### src/rtl/spi_regbank_pkg.sv
// Shared FSM state type and frame-layout helpers for the SPI register bank.
package spi_regbank_pkg;

  typedef enum logic [1:0] {
    IDLE,
    ACTIVE,
    COMMIT
  } state_t;

  // The W flag sits this many bit positions below the frame MSB.
  localparam int W_BIT_FROM_MSB = 0;

  function automatic int frame_w(input int addr_w, input int data_w);
    return 1 + addr_w + data_w;
  endfunction

endpackage

### src/rtl/spi_sync_edge.sv
// Two-flop synchroniser plus history flop; rise/fall pulse one clk, two clk after the input edge.
module spi_sync_edge #(
  parameter logic RST_VAL = 1'b0
) (
  input  logic clk,
  input  logic rst_n,
  input  logic d,
  output logic rise,
  output logic fall
);

  logic meta;
  logic sync;
  logic hist;

  always_ff @(posedge clk or negedge rst_n) begin
    if (!rst_n) begin
      meta <= RST_VAL;
      sync <= RST_VAL;
      hist <= RST_VAL;
    end else begin
      meta <= d;
      sync <= meta;
      hist <= sync;
    end
  end

  assign rise = sync & ~hist;
  assign fall = ~sync & hist;

endmodule

### src/rtl/spi_regbank.sv
// SPI target register bank: oversampled SPI frames write/read a parametrised register file.
// Writes land 4 clk after raw cs rise; no backpressure, malformed frames pulse frame_err.
module spi_regbank
  import spi_regbank_pkg::*;
#(
  parameter int   NUM_REGS = 5,
  parameter int   DATA_W   = 8,
  parameter int   ADDR_W   = 7,
  parameter logic CPOL     = 1'b0,
  parameter logic CPHA     = 1'b0
) (
  input  logic                       clk,
  input  logic                       rst_n,
  input  logic                       sclk,
  input  logic                       sdi,
  input  logic                       cs,
  output logic                       sdo,
  output logic [NUM_REGS*DATA_W-1:0] regs,
  output logic                       wr_strobe,
  output logic [ADDR_W-1:0]          wr_addr,
  output logic                       frame_err
);

  localparam int FRAME_W = frame_w(ADDR_W, DATA_W);
  localparam int W_POS   = FRAME_W - 1 - W_BIT_FROM_MSB;
  localparam int CNT_W   = $clog2(FRAME_W + 2);

  localparam logic [CNT_W-1:0]  CNT_MAX  = CNT_W'(FRAME_W + 1);
  localparam logic [CNT_W-1:0]  CNT_FULL = CNT_W'(FRAME_W);
  localparam logic [CNT_W-1:0]  CNT_HDR  = CNT_W'(ADDR_W);
  localparam logic [ADDR_W:0]   NREGS    = (ADDR_W + 1)'(NUM_REGS);

  logic sclk_rise, sclk_fall, cs_rise, cs_fall;
  logic sdi_meta, sdi_s;

  spi_sync_edge #(.RST_VAL(CPOL)) u_sclk_sync (
    .clk  (clk),
    .rst_n(rst_n),
    .d    (sclk),
    .rise (sclk_rise),
    .fall (sclk_fall)
  );

  spi_sync_edge #(.RST_VAL(1'b1)) u_cs_sync (
    .clk  (clk),
    .rst_n(rst_n),
    .d    (cs),
    .rise (cs_rise),
    .fall (cs_fall)
  );

  always_ff @(posedge clk or negedge rst_n) begin
    if (!rst_n) begin
      sdi_meta <= 1'b0;
      sdi_s    <= 1'b0;
    end else begin
      sdi_meta <= sdi;
      sdi_s    <= sdi_meta;
    end
  end

  logic lead_edge, trail_edge, sample_edge, shift_edge;
  assign lead_edge   = CPOL ? sclk_fall : sclk_rise;
  assign trail_edge  = CPOL ? sclk_rise : sclk_fall;
  assign sample_edge = CPHA ? trail_edge : lead_edge;
  assign shift_edge  = CPHA ? lead_edge : trail_edge;

  state_t              state;
  logic [CNT_W-1:0]    cnt;
  logic [FRAME_W-1:0]  rx;
  logic [DATA_W-1:0]   tx;
  logic                tx_vld;
  logic                load_pend;
  logic [DATA_W-1:0]   regs_q [NUM_REGS];

  // Full-frame fields are valid in COMMIT; header fields once 1+ADDR_W bits are in.
  logic               w_bit, hdr_w, addr_ok;
  logic [ADDR_W-1:0]  addr_f, hdr_addr;
  logic [DATA_W-1:0]  data_f, rd_val;

  assign w_bit    = rx[W_POS];
  assign addr_f   = rx[W_POS-1 -: ADDR_W];
  assign data_f   = rx[DATA_W-1:0];
  assign hdr_w    = rx[ADDR_W];
  assign hdr_addr = rx[ADDR_W-1:0];
  assign addr_ok  = ({1'b0, addr_f} < NREGS);

  always_comb begin
    rd_val = '0;
    for (int i = 0; i < NUM_REGS; i++) begin
      if (hdr_addr == ADDR_W'(i)) rd_val = regs_q[i];
    end
  end

  always_ff @(posedge clk or negedge rst_n) begin
    if (!rst_n) begin
      state     <= IDLE;
      cnt       <= '0;
      rx        <= '0;
      tx        <= '0;
      tx_vld    <= 1'b0;
      load_pend <= 1'b0;
      sdo       <= 1'b0;
      wr_strobe <= 1'b0;
      wr_addr   <= '0;
      frame_err <= 1'b0;
      for (int i = 0; i < NUM_REGS; i++) regs_q[i] <= '0;
    end else begin
      wr_strobe <= 1'b0;
      frame_err <= 1'b0;
      case (state)
        IDLE: begin
          sdo <= 1'b0;
          if (cs_fall) begin
            state     <= ACTIVE;
            cnt       <= '0;
            rx        <= '0;
            tx        <= '0;
            tx_vld    <= 1'b0;
            load_pend <= 1'b0;
          end
        end
        ACTIVE: begin
          load_pend <= 1'b0;
          if (sample_edge) begin
            rx <= {rx[FRAME_W-2:0], sdi_s};
            if (cnt != CNT_MAX) cnt <= cnt + CNT_W'(1);
            load_pend <= (cnt == CNT_HDR);
          end
          // Header just completed: a read fetches its register before the data phase.
          if (load_pend && !hdr_w) begin
            tx     <= rd_val;
            tx_vld <= 1'b1;
          end else if (shift_edge && tx_vld) begin
            sdo <= tx[DATA_W-1];
            tx  <= tx << 1;
          end
          if (cs_rise) state <= COMMIT;
        end
        COMMIT: begin
          sdo    <= 1'b0;
          tx_vld <= 1'b0;
          state  <= IDLE;
          if (cnt == CNT_FULL && w_bit && addr_ok) begin
            for (int i = 0; i < NUM_REGS; i++) begin
              if (addr_f == ADDR_W'(i)) regs_q[i] <= data_f;
            end
            wr_strobe <= 1'b1;
            wr_addr   <= addr_f;
          end else if (!(cnt == CNT_FULL && !w_bit)) begin
            frame_err <= 1'b1;
          end
        end
        default: state <= IDLE;
      endcase
    end
  end

  for (genvar g = 0; g < NUM_REGS; g++) begin : g_regs
    assign regs[g*DATA_W +: DATA_W] = regs_q[g];
  end

endmodule
### config.mk
export PLATFORM = sky130hd
export DESIGN_NAME = spi_regbank
export DESIGN_NICKNAME = d
export VERILOG_FILES = /design/src/rtl/spi_regbank_pkg.sv /design/src/rtl/spi_sync_edge.sv /design/src/rtl/spi_regbank.sv
export SDC_FILE = /design/constraint.sdc
export NUM_CORES = 1
export LEC_CHECK = 0
export ABC_AREA = 1
export CORE_UTILIZATION = 45
export DETAILED_ROUTE_END_ITERATION = 6
export HOLD_SLACK_MARGIN = 0.12
export PLACE_DENSITY = 0.69
export SETUP_SLACK_MARGIN = 0.05
export SYNTH_ARGS = -nofsm -noshare
export SYNTH_HDL_FRONTEND = slang
export SYNTH_SLANG_ARGS = --single-unit
### constraint.sdc
create_clock -name clk -period 1.6 [get_ports clk]
set_input_delay 0.16 -clock clk [delete_from_list [all_inputs] [get_ports clk]]
set_output_delay 0.16 -clock clk [all_outputs]
set_load 0.01 [all_outputs]
==> out/qor.csv <==
stage,metric,value,unit
power,Sequential Power Share,48.4,%
floorplanning,die width,95.8,um
setup_path,r2r endpoint,regs[6],
sta,RSZ-0062 raised after global routing,yes,
logic_synthesis,most common cell in the netlist,nand2_1,
sta,WHS,0.202,ns
logic_synthesis,Commonest cells post-synth,"nand2_1 (114), dfrtp_1 (88), nand3_1 (37), nor2_1 (37), o21ai_0 (30)",
power,peak supply drop,0.500,mV
clock_network,clk sinks,91,
logic_synthesis,most common flop cell mapped by yosys,dfrtp_1,
floorplanning,Core Rows,33,
setup_path,Worst setup SP type,register,
flow_run,number of max-cap violations,0,
logic_synthesis,sequential area share after synthesis,57.6,%
place,Place WS,0.00732,ns
global_routing,grt met2 use,40.1,%
global_routing,vias in the first global route,3302,
hold_path,worst hold start,cs,
power,leakage,2.51,nW
routing,DRC errors left,0,
floorplanning,die area,9180,um^2
setup_path,Crit Reg-Reg Startpoint,rx[14],
cells_and_area,Layout area overhead,42.3,%
global_routing,grt ovf,0,
routing,DRT antenna net count,0,
place,# placed instances,634,
power,share of total power in combinational logic,14.3,%
routing,WL per Instance,16.5,um
place,hpwl dp,7.08,mm
cells_and_area,Final Non-Filler Cells,662,
sta,setup TNS,-0.0180,ns
cells_and_area,layout cell share with drive strength beyond 1,28.5,%
run_status,failing checks,negative setup slack,
routing,WL final,10.9,mm
floorplanning,Die Y,95.8,um
run_status,status,finished with violations,
sta,Final period util,101,%
logic_synthesis,ys async rst share,100,%
floorplanning,Starting Density,47.3,%
clock_network,Worst-path clk slew,0.09,ns
setup_path,Worst Path Required,1.84,ns
sta,Setup WS post-layout,-0.0177,ns
logic_synthesis,Netlist cell types,35,
sta,Final Skew,0.0114,ns
global_routing,maximum number of pins on one net before global-route repair,35,
place,Port Buf Inserts,54,
power,P per Cell Area,874,nW/um^2
global_routing,Total GRT Usage,23.8,%
routing,via count,3578,
setup_path,critical-path cell list,"nor2_4, buf_4, nand3_1, nor2_2, nand3_4, clkbuf_16, nand2_2, o21ai_1",
power,Net Sw Frac,25.5,%
power,Int Pwr,3.67,mW
logic_synthesis,area share of the largest cell type after synthesis,55.6,%
hold_path,Worst Hold Path EP,u_cs_sync.meta,
setup_path,Worst Setup End Kind,register,
logic_synthesis,Post-Syn Area,3960,um^2
logic_synthesis,post-synthesis net count,448,
clock_network,H-tree levels,3,
place,GP Congestion,0.874,
logic_synthesis,number of enable flip-flop cells after synthesis,0,
cells_and_area,Final nets,561,
logic_synthesis,leading area contributor after synthesis,dfrtp_1,
setup_path,Critical Path AT,1.86,ns
sta,Worst Max-Slew Pin Slew,0.483,ns
routing,DRT Pass-1 Iters,5,
setup_path,R2R Setup Slk,-0.02,ns
routing,DR vias/cell,5.40,
global_routing,met3 usage,2.84,%
setup_path,"Slowest-stage cell, CP",dfrtp_1,
hold_path,worst min path class,input port to register,
hold_path,Hold Path Depth,1,
clock_network,CTS Buffer Depth,2,
clock_network,CTS tree,built,
global_routing,M1 GR Usage,30.7,%
logic_synthesis,Mapped Cells,440,
routing,initial drt markers,216,
logic_synthesis,"FF+latch count, synth",91,
sta,max-slew violation count,0,
floorplanning,I/O pin total,55,
setup_path,crit-path max FO,8,
floorplanning,CORE AREA,8380,um^2
sta,post-route minimum period,1.62,ns
power,Sw Pwr,1.25,mW
sta,Rel. slew slack,67.8,%
logic_synthesis,yosys warns,0,
sta,final setup vio count,2,
setup_path,critical path type,register to register,
power,clock power share,37.2,%
logic_synthesis,Area contributors post-synth,"dfrtp_1 (56%), nand2_1 (11%), nand3_1 (4.7%)",
setup_path,Worst R2R Path Depth,8,
sta,Achievable Freq,618,MHz
cells_and_area,n_diodes,0,
setup_path,"slowest stage delay, CP",0.41,ns
sta,Hold Fails Final Rpt,0,
clock_network,root buffer cell,clkbuf_8,
logic_synthesis,Mapped Avg Cell Area,9.00,um^2
global_routing,GR peak layer,met2,
clock_network,"Clk Latency, worst-skew pair",0.36,ns
clock_network,TritonCTS Buffers,9,
global_routing,antenna violations before repair,0,
global_routing,global-route wire length before repair,16.1,mm
==> power groups by stage <==
stage	logic (mW)	clock network (mW)	registers, mW
5_1_grt	0.763	1.94	2.39
3_5_place_dp	0.559	0	2.42
2_1_floorplan	0.268	0	2.43
4_1_cts	0.579	1.86	2.38
6_report	0.705	1.83	2.38
3_3_place_gp	0.542	0	2.42
==> how the worst max path moves through the flow <==
stage | from | endpoint | slack [ns] | cells past startpoint
2_1_floorplan | u_cs_sync.hist | tx[0] | 0.07 | 9
3_3_place_gp | u_cs_sync.hist | tx[0] | 0.05 | 8
3_5_place_dp | cnt[1] | regs[16] | 0.007 | 8
4_1_cts | u_cs_sync.hist | cnt[4] | 0.02 | 10
5_1_grt | cnt[0] | cnt[2] | -0.07 | 8
6_report | rx[14] | regs[6] | -0.02 | 8
==> layout make-up <==
cell class	count	area (um^2)
Clock buffer	10	128
Clock inverter	5	103
Fill cell	655	2750
Inverter	36	143
Multi-Input combinational cell	303	1790
Sequential cell	91	2280
Tap cell	105	131
Timing Repair Buffer	112	1060
==> critical path, delay by kind of cell (launching register included) <==
kind	cells	cell delay, ns
AO/OA/AOI/OAI	1	0.06
buffers and inverters	2	0.31
flip-flops	1	0.41
AND/OR/NAND/NOR	5	0.71
==> layer usage <==
layer  wire [um]  vias up
li1            -     1692
met1        4580     1736
met2        5430      128
met3         543       22
met4         349        0
met5           0        -
==> kinds of logic (layout without fill, tap and decap cells) <==
kind of cell / after synthesis / count (layout) / synth area share (%)
AOI/OAI and AO/OA: 78 / 78 / 10.5
adders and majority gates: 3 / 3 / 0.948
buffers and inverters: 47 / 163 / 5.09
DFF: 91 / 91 / 57.6
and+or+nand+nor: 221 / 222 / 25.8
==> sequential cells by signal, summed over array words and instances, names as in the netlist <==
| register | count |
|---|---|
| tx_vld | 1 |
| wr_strobe | 1 |
| tx | 8 |
| cnt | 5 |
| u_cs_sync.meta | 1 |
| regs | 40 |
| u_sclk_sync.sync | 1 |
| wr_addr | 7 |
| rx | 16 |
| frame_err | 1 |
| load_pend | 1 |
| state | 2 |
| u_sclk_sync.hist | 1 |
| sdo | 1 |
| sdi_s | 1 |
| u_cs_sync.hist | 1 |
| u_cs_sync.sync | 1 |
| sdi_meta | 1 |
| u_sclk_sync.meta | 1 |
==> cell usage in the layout, fill, tap and decap left out, types with 3 or more instances in the layout <==
master | synthesis | layout
dfrtp_1 | 88 | 88
nand2_1 | 114 | 87
clkdlybuf4s50_1 | 0 | 53
buf_4 | 3 | 50
o21ai_1 | 27 | 35
nand3_1 | 37 | 33
nor2_1 | 37 | 30
nand2_2 | 1 | 24
inv_1 | 29 | 22
o21ai_0 | 30 | 16
o22ai_1 | 15 | 15
inv_2 | 5 | 11
nor2_4 | 3 | 9
clkbuf_8 | 0 | 9
o21ai_2 | 0 | 6
nand3_4 | 0 | 5
nand2_4 | 2 | 5
nor2_2 | 4 | 5
nand4_1 | 5 | 5
nand3_2 | 4 | 4
bufinv_16 | 0 | 3
buf_12 | 0 | 3
dfstp_2 | 3 | 3
==> per-stage QoR <==
| step | power [mW] | util, % | area, um^2 |
|---|---|---|---|
| floorplan | 2.69 | - | 3960 |
| global placement | 2.96 | 58.9 | 4930 |
| detailed placement | 2.98 | 58.9 | 4930 |
| CTS | 4.82 | 62.4 | 5230 |
| global route | 5.09 | 67.2 | 5640 |
| finish | 4.92 | 67.2 | 5640 |
==> repair_timing <==
item,CTS,global route
pin swaps,4,16
cloned,0,3
endpoints found under the setup margin,48,59
buffers inserted,1,9
hold endpoints to repair,30,0
gates resized for setup,12,93
hold buffers,1,0
Note: power is estimated with default switching activity, not from simulation.
